[config.mk]
export PLATFORM = sky130hd
export DESIGN_NAME = id_ex_stage
export DESIGN_NICKNAME = d
export VERILOG_FILES = /design/src/rtl/pipe_pkg.sv /design/src/rtl/hazard_unit.sv /design/src/rtl/id_ex_stage.sv
export SDC_FILE = /design/constraint.sdc
export NUM_CORES = 1
export LEC_CHECK = 0
export CORE_MARGIN = 2
export CORE_UTILIZATION = 44
export CTS_CLUSTER_SIZE = 16
export DETAILED_ROUTE_END_ITERATION = 8
export PLACE_DENSITY = 0.9
export SKIP_LAST_GASP = 1
export SLEW_MARGIN = 20
export SYNTH_ARGS = -nofsm -noshare
export SYNTH_HDL_FRONTEND = slang
export SYNTH_SLANG_ARGS = --single-unit
[constraint.sdc]
create_clock -name clk -period 6.2 [get_ports clk]
set_input_delay 0.62 -clock clk [delete_from_list [all_inputs] [get_ports clk]]
set_output_delay 0.62 -clock clk [all_outputs]
set_load 0.1 [all_outputs]
[src/rtl/pipe_pkg.sv]
// Shared pipeline definitions: control bundle layout, ALUOp encodings, bubble constant.
package pipe_pkg;

    localparam int unsigned CTRL_W = 9;

    // Bit positions inside the control bundle
    // {Branch,RegDst,ALUSrc,MemToReg,MemWrite,MemRead,RegWrite,ALUOp[1:0]}
    localparam int unsigned CTRL_ALUOP_LO = 0;
    localparam int unsigned CTRL_ALUOP_HI = 1;
    localparam int unsigned CTRL_REGWRITE = 2;
    localparam int unsigned CTRL_MEMREAD  = 3;
    localparam int unsigned CTRL_MEMWRITE = 4;
    localparam int unsigned CTRL_MEMTOREG = 5;
    localparam int unsigned CTRL_ALUSRC   = 6;
    localparam int unsigned CTRL_REGDST   = 7;
    localparam int unsigned CTRL_BRANCH   = 8;

    typedef enum logic [1:0] {
        ALUOP_ADD   = 2'b00,
        ALUOP_SUB   = 2'b01,
        ALUOP_FUNCT = 2'b10
    } alu_op_e;

    localparam logic [CTRL_W-1:0] BUBBLE_CTRL = '0;

endpackage

[src/rtl/hazard_unit.sv]
// Combinational load-use detection and writeback bypass selection.
module hazard_unit #(
    parameter int unsigned REG_AW = 5
) (
    input  logic              ex_valid,
    input  logic              ex_mem_read,
    input  logic [REG_AW-1:0] ex_rt,
    input  logic              id_valid,
    input  logic [REG_AW-1:0] id_rs,
    input  logic [REG_AW-1:0] id_rt,
    input  logic              id_uses_rt,
    input  logic              wb_reg_write,
    input  logic [REG_AW-1:0] wb_write_reg,
    output logic              lu,
    output logic              byp1,
    output logic              byp2
);

    // r0 is never a real producer, so it never bypasses or hazards
    always_comb begin
        byp1 = wb_reg_write && (wb_write_reg != '0) && (wb_write_reg == id_rs);
        byp2 = wb_reg_write && (wb_write_reg != '0) && (wb_write_reg == id_rt);
        lu   = ex_valid && ex_mem_read && (ex_rt != '0) && id_valid &&
               ((ex_rt == id_rs) || (id_uses_rt && (ex_rt == id_rt)));
    end

endmodule

[src/rtl/id_ex_stage.sv]
// ID->EX pipeline register with WB bypass, load-use bubble insertion and stall counter.
module id_ex_stage
    import pipe_pkg::*;
#(
    parameter int unsigned DATA_W = 32,
    parameter int unsigned REG_AW = 5,
    parameter int unsigned CTRL_W = pipe_pkg::CTRL_W,
    parameter int unsigned CNT_W  = 16
) (
    input  logic              clk,
    input  logic              rstn,
    input  logic              id_valid,
    input  logic [REG_AW-1:0] id_rs,
    input  logic [REG_AW-1:0] id_rt,
    input  logic [REG_AW-1:0] id_rd,
    input  logic              id_uses_rt,
    input  logic [DATA_W-1:0] id_data1,
    input  logic [DATA_W-1:0] id_data2,
    input  logic [DATA_W-1:0] id_imm,
    input  logic [CTRL_W-1:0] id_ctrl,
    input  logic              wb_reg_write,
    input  logic [REG_AW-1:0] wb_write_reg,
    input  logic [DATA_W-1:0] wb_write_data,
    input  logic              flush,
    input  logic              ex_hold,
    output logic              stall,
    output logic              ex_valid,
    output logic [REG_AW-1:0] ex_rs,
    output logic [REG_AW-1:0] ex_rt,
    output logic [REG_AW-1:0] ex_rd,
    output logic [DATA_W-1:0] ex_data1,
    output logic [DATA_W-1:0] ex_data2,
    output logic [DATA_W-1:0] ex_imm,
    output logic [CTRL_W-1:0] ex_ctrl,
    output logic [CNT_W-1:0]  stall_cnt
);

    logic              lu;
    logic              byp1;
    logic              byp2;
    logic [DATA_W-1:0] op1;
    logic [DATA_W-1:0] op2;

    hazard_unit #(
        .REG_AW(REG_AW)
    ) u_hazard (
        .ex_valid    (ex_valid),
        .ex_mem_read (ex_ctrl[CTRL_MEMREAD]),
        .ex_rt       (ex_rt),
        .id_valid    (id_valid),
        .id_rs       (id_rs),
        .id_rt       (id_rt),
        .id_uses_rt  (id_uses_rt),
        .wb_reg_write(wb_reg_write),
        .wb_write_reg(wb_write_reg),
        .lu          (lu),
        .byp1        (byp1),
        .byp2        (byp2)
    );

    // Operand selection (bypass) and the IF/ID stall request
    always_comb begin
        op1   = byp1 ? wb_write_data : id_data1;
        op2   = byp2 ? wb_write_data : id_data2;
        stall = (lu || ex_hold) && !flush;
    end

    // EX register bank: flush > hold > load-use bubble > normal advance
    always_ff @(posedge clk or negedge rstn) begin
        if (!rstn) begin
            ex_valid <= 1'b0;
            ex_rs    <= '0;
            ex_rt    <= '0;
            ex_rd    <= '0;
            ex_data1 <= '0;
            ex_data2 <= '0;
            ex_imm   <= '0;
            ex_ctrl  <= '0;
        end else if (flush || (lu && !ex_hold)) begin
            ex_valid <= 1'b0;
            ex_rs    <= '0;
            ex_rt    <= '0;
            ex_rd    <= '0;
            ex_data1 <= '0;
            ex_data2 <= '0;
            ex_imm   <= '0;
            ex_ctrl  <= BUBBLE_CTRL;
        end else if (!ex_hold) begin
            ex_valid <= id_valid;
            ex_rs    <= id_rs;
            ex_rt    <= id_rt;
            ex_rd    <= id_rd;
            ex_data1 <= op1;
            ex_data2 <= op2;
            ex_imm   <= id_imm;
            ex_ctrl  <= id_valid ? id_ctrl : BUBBLE_CTRL;
        end
    end

    // Saturating count of cycles where a load-use bubble is actually inserted
    always_ff @(posedge clk or negedge rstn) begin
        if (!rstn) begin
            stall_cnt <= '0;
        end else if (lu && !flush && !ex_hold && (stall_cnt != '1)) begin
            stall_cnt <= stall_cnt + 1'b1;
        end
    end

endmodule

==> metrics.md <==
| Metric | Value |
|---|---|
| Post-DP Area | slightly above 0.009 mm² |
| Max-slew violations | 0 |
| Setup Skew | 0.0110 ns |
| Die Height | 121 µm |
| DIE WIDTH | about 120 µm |
| H-Tree Depth | 4 |
| CTS buffer count | 17 |
| Drt drc | 0 |
| Hold Fails Final Rpt | 0 |
| Gate Count Post-Synth | roughly 520 |
| Rel. slew slack | 0.306 |
| Crit-path leading delay family | buffers and inverters |
| Setup violators final | 0 |
| Finished Layout Cells | 1003 |
| Worst Path Buf+Inv | 2 |
| Final setup margin | 1.99 ns |
| Startpoint types | input pin |
| DR pass1 iterations | 5 |
| Mapped Nets | between 600 and 700 |
| Final Core Density | 0.734 |
| Multi-input gate area | 0.00246 mm² |
| Fill count | 919 |
| GR Layer Usage met2 | 0.474 |
| Fmax achieved | approximately 240 MHz |
| Register area | 0.00343 mm² |
| Post-Route Setup TNS | 0 ns |
| Syn_area_per_cell | 11.6 µm² |
| Most frequent cells in the layout | 300 x clkdlybuf4s50_1, 137 x dfrtp_1, 73 x nand2_1, 64 x mux2i_1, 48 x a22o_1 |
| Port buffer count | 301 |
| Antenna diode count | 0 |
| CP max stage cell | clkdlybuf4s50_1 |
| First-pass GRT wire length | 29.8 mm |
| Post-CTS Setup Bufs | 0 |
| RSZ-0062 raised after global routing | no |
| Synthesized cell area | ~0.006 mm² |
| Post-Place Worst Slack | 2.01 ns |
| Slew @ Worst Pin | 1.04 ns |
| Status | finished clean |
| Wirelength per Cell | ~19 µm |
| Largest stage delay, worst path | 1.14 ns |
| Max Cap Viol | 0 |
| Row cnt | 42 |
| Reg-to-reg critical path endpoint | ex_ctrl[6]$_DFFE_PN0P_ |
| Die footprint | 0.0147 mm² |
| DR vias/cell | roughly 5.5 |
| GR Layer Usage met1 | 0.296 |
| R2R cell count | 6 |
| Detailed-placement wirelength estimate | 14.2 mm |
| Cell Chain, Critical Path | clkdlybuf4s50_1 -> xor2_1 -> nor4_1 -> a32oi_1 -> nor2_4 -> nor2_1 -> nor2_1 -> clkdlybuf4s50_1 |
| Hold_buf cts | 0 |
| Gr busiest metal | met2 |
| Synth-to-layout area growth | 61.8% |
| Skew-Pair Late Insertion Delay | 0.42 ns |
| Worst Path Max Fanout | 17 |
| Starting density of the core | 0.454 |
| CP Class | in2out |
| CTS tree | yes |
| EDFF count, synth | 0 |
| Gpl congestion | just over 0.9 |
| Pwr Total | 2.65 mW |
| Seq cells post-synth | 137 |
| Root Buffer | clkbuf_16 |
| CTS sink count | about 140 |
| Crit. End Element | output pin |
| Via count | 5471 |
| Overall routing resource usage | 0.265 |
| Fin Hold WS | 0.158 ns |
| Post-layout net count | 979 |
| Pwr Density | 271 mW/mm² |
| Sequential area share after synthesis | 0.566 |
| Commonest non-fill, non-tap cell in the layout | clkdlybuf4s50_1 |
| Synth Warn # | 0 |
| Synth cell types | 35 |
| Met3 GRT Util | 0.0733 |
| Total placed cells including tap cells | 970 |
| Worst Hold Class | in2async |
| Fin crit period | 4.21 ns |
| CTS Buffer Depth | 2 |
| Fraction of layout cells with a size suffix above 1 | 0.0605 |
| I/O pin total | ~300 |
| Antenna violations before repair | 0 |
| Predominant post-synthesis flop cell | dfrtp_1 |
| Global route overflow | 0 |
| Leakage | between 3 and 4 nW |
| Final instance area | 0.00979 mm² |
| Resize count post-CTS | 0 |
| Core area | 0.0133 mm² |
| Iter 0 DRT Violations | 380 |
| Clock Pin Slew Worst Setup and Hold Paths | 0.06 ns |
| Vias in the first global route | approximately 5.7k |
| Crit path arrival time | 3.59 ns |
| Max VDD drop | between 0.00015 and 0.0002 V |
| Number of routed nets with antenna violations | 0 |
| Crit Reg-Reg Startpoint | ex_rt[0]$_DFFE_PN0P_ |
| Crit path required time | 5.58 ns |
| Total wire length | 19.5 mm |
| Largest net degree at the start of global routing | just under 80 |
| Part of the cycle the worst path needs | 0.679 |
| R2r setup slk | 3.56 ns |
| Synth async-reset ratio | 1.00 |
where the power goes:
part           total, mW  internal (mW)  switching (mW)  leakage [nW]
Clock               1.01          0.618           0.394         0.280
Combinational      0.675          0.209           0.466          1.84
Sequential         0.968          0.939          0.0291          1.84
Total               2.65           1.77           0.888          3.95
sequential cells by signal, summed over array words and instances (netlist names), 5 cells and up:
signal     cells
ex_rs          5
ex_data2      32
ex_data1      32
ex_ctrl        9
stall_cnt     16
ex_rd          5
ex_imm        32
ex_rt          5
logic make-up after synthesis:
logic type | Yosys count | share of synthesized area
AOI/OAI and AO/OA | 125 | 0.144
xor gates and xnor gates | 33 | 0.0477
adders and majority gates | 1 | 0.00207
buffers and inverters | 36 | 0.0300
DFF | 137 | 0.566
muxes | 67 | 0.111
and+or+nand+nor | 124 | 0.0984
cell usage after synthesis (2+ instances only):
cell / number / area (µm²)
and3_1: 2 / 12.5
a32o_1: 9 / 90.1
nor4_1: 2 / 12.5
xor2_1: 13 / 114
nor3_1: 7 / 35.0
buf_2: 9 / 45.0
o21ai_0: 45 / 225
mux2i_1: 64 / 641
nor2_1: 9 / 33.8
mux2_2: 2 / 22.5
o21ai_2: 2 / 17.5
nand2_1: 73 / 274
nand4_1: 6 / 37.5
dfrtp_1: 137 / 3430
buf_6: 4 / 45.0
o21ai_1: 19 / 95.1
or4_1: 2 / 15.0
nand3_1: 13 / 65.1
nor4_4: 2 / 42.5
nor2_4: 2 / 22.5
xnor2_1: 20 / 175
clkbuf_1: 21 / 78.8
a22o_1: 48 / 420
routing by layer:
| metal | vias up | wire, µm |
|---|---|---|
| met5 | - | 0 |
| met4 | 0 | 568 |
| met3 | 50 | 1430 |
| li1 | 2461 | - |
| met2 | 243 | 10400 |
| met1 | 2717 | 7080 |
cell type report:
| class | count | area share |
|---|---|---|
| multi-input combinational | 350 | 0.251 |
| clock buffer | 20 | 0.0466 |
| clock inverter | 12 | 0.0142 |
| timing repair buffer | 308 | 0.316 |
| tap | 176 | 0.0225 |
| sequential | 137 | 0.350 |
worst max path at each step:
stage	from	to	slack (ns)	depth (start not counted)
final	id_rt[4]	stall	1.99	8
after detailed placement	id_rt[4]	stall	2.01	8
after global placement	id_rt[4]	stall	2.02	8
after CTS	id_rt[4]	stall	2.00	8
after floorplan	ex_rt[4]$_DFFE_PN0P_	stall	2.24	7
after global routing	id_rt[4]	stall	1.89	8
Note: power is estimated with default switching activity, not from simulation.
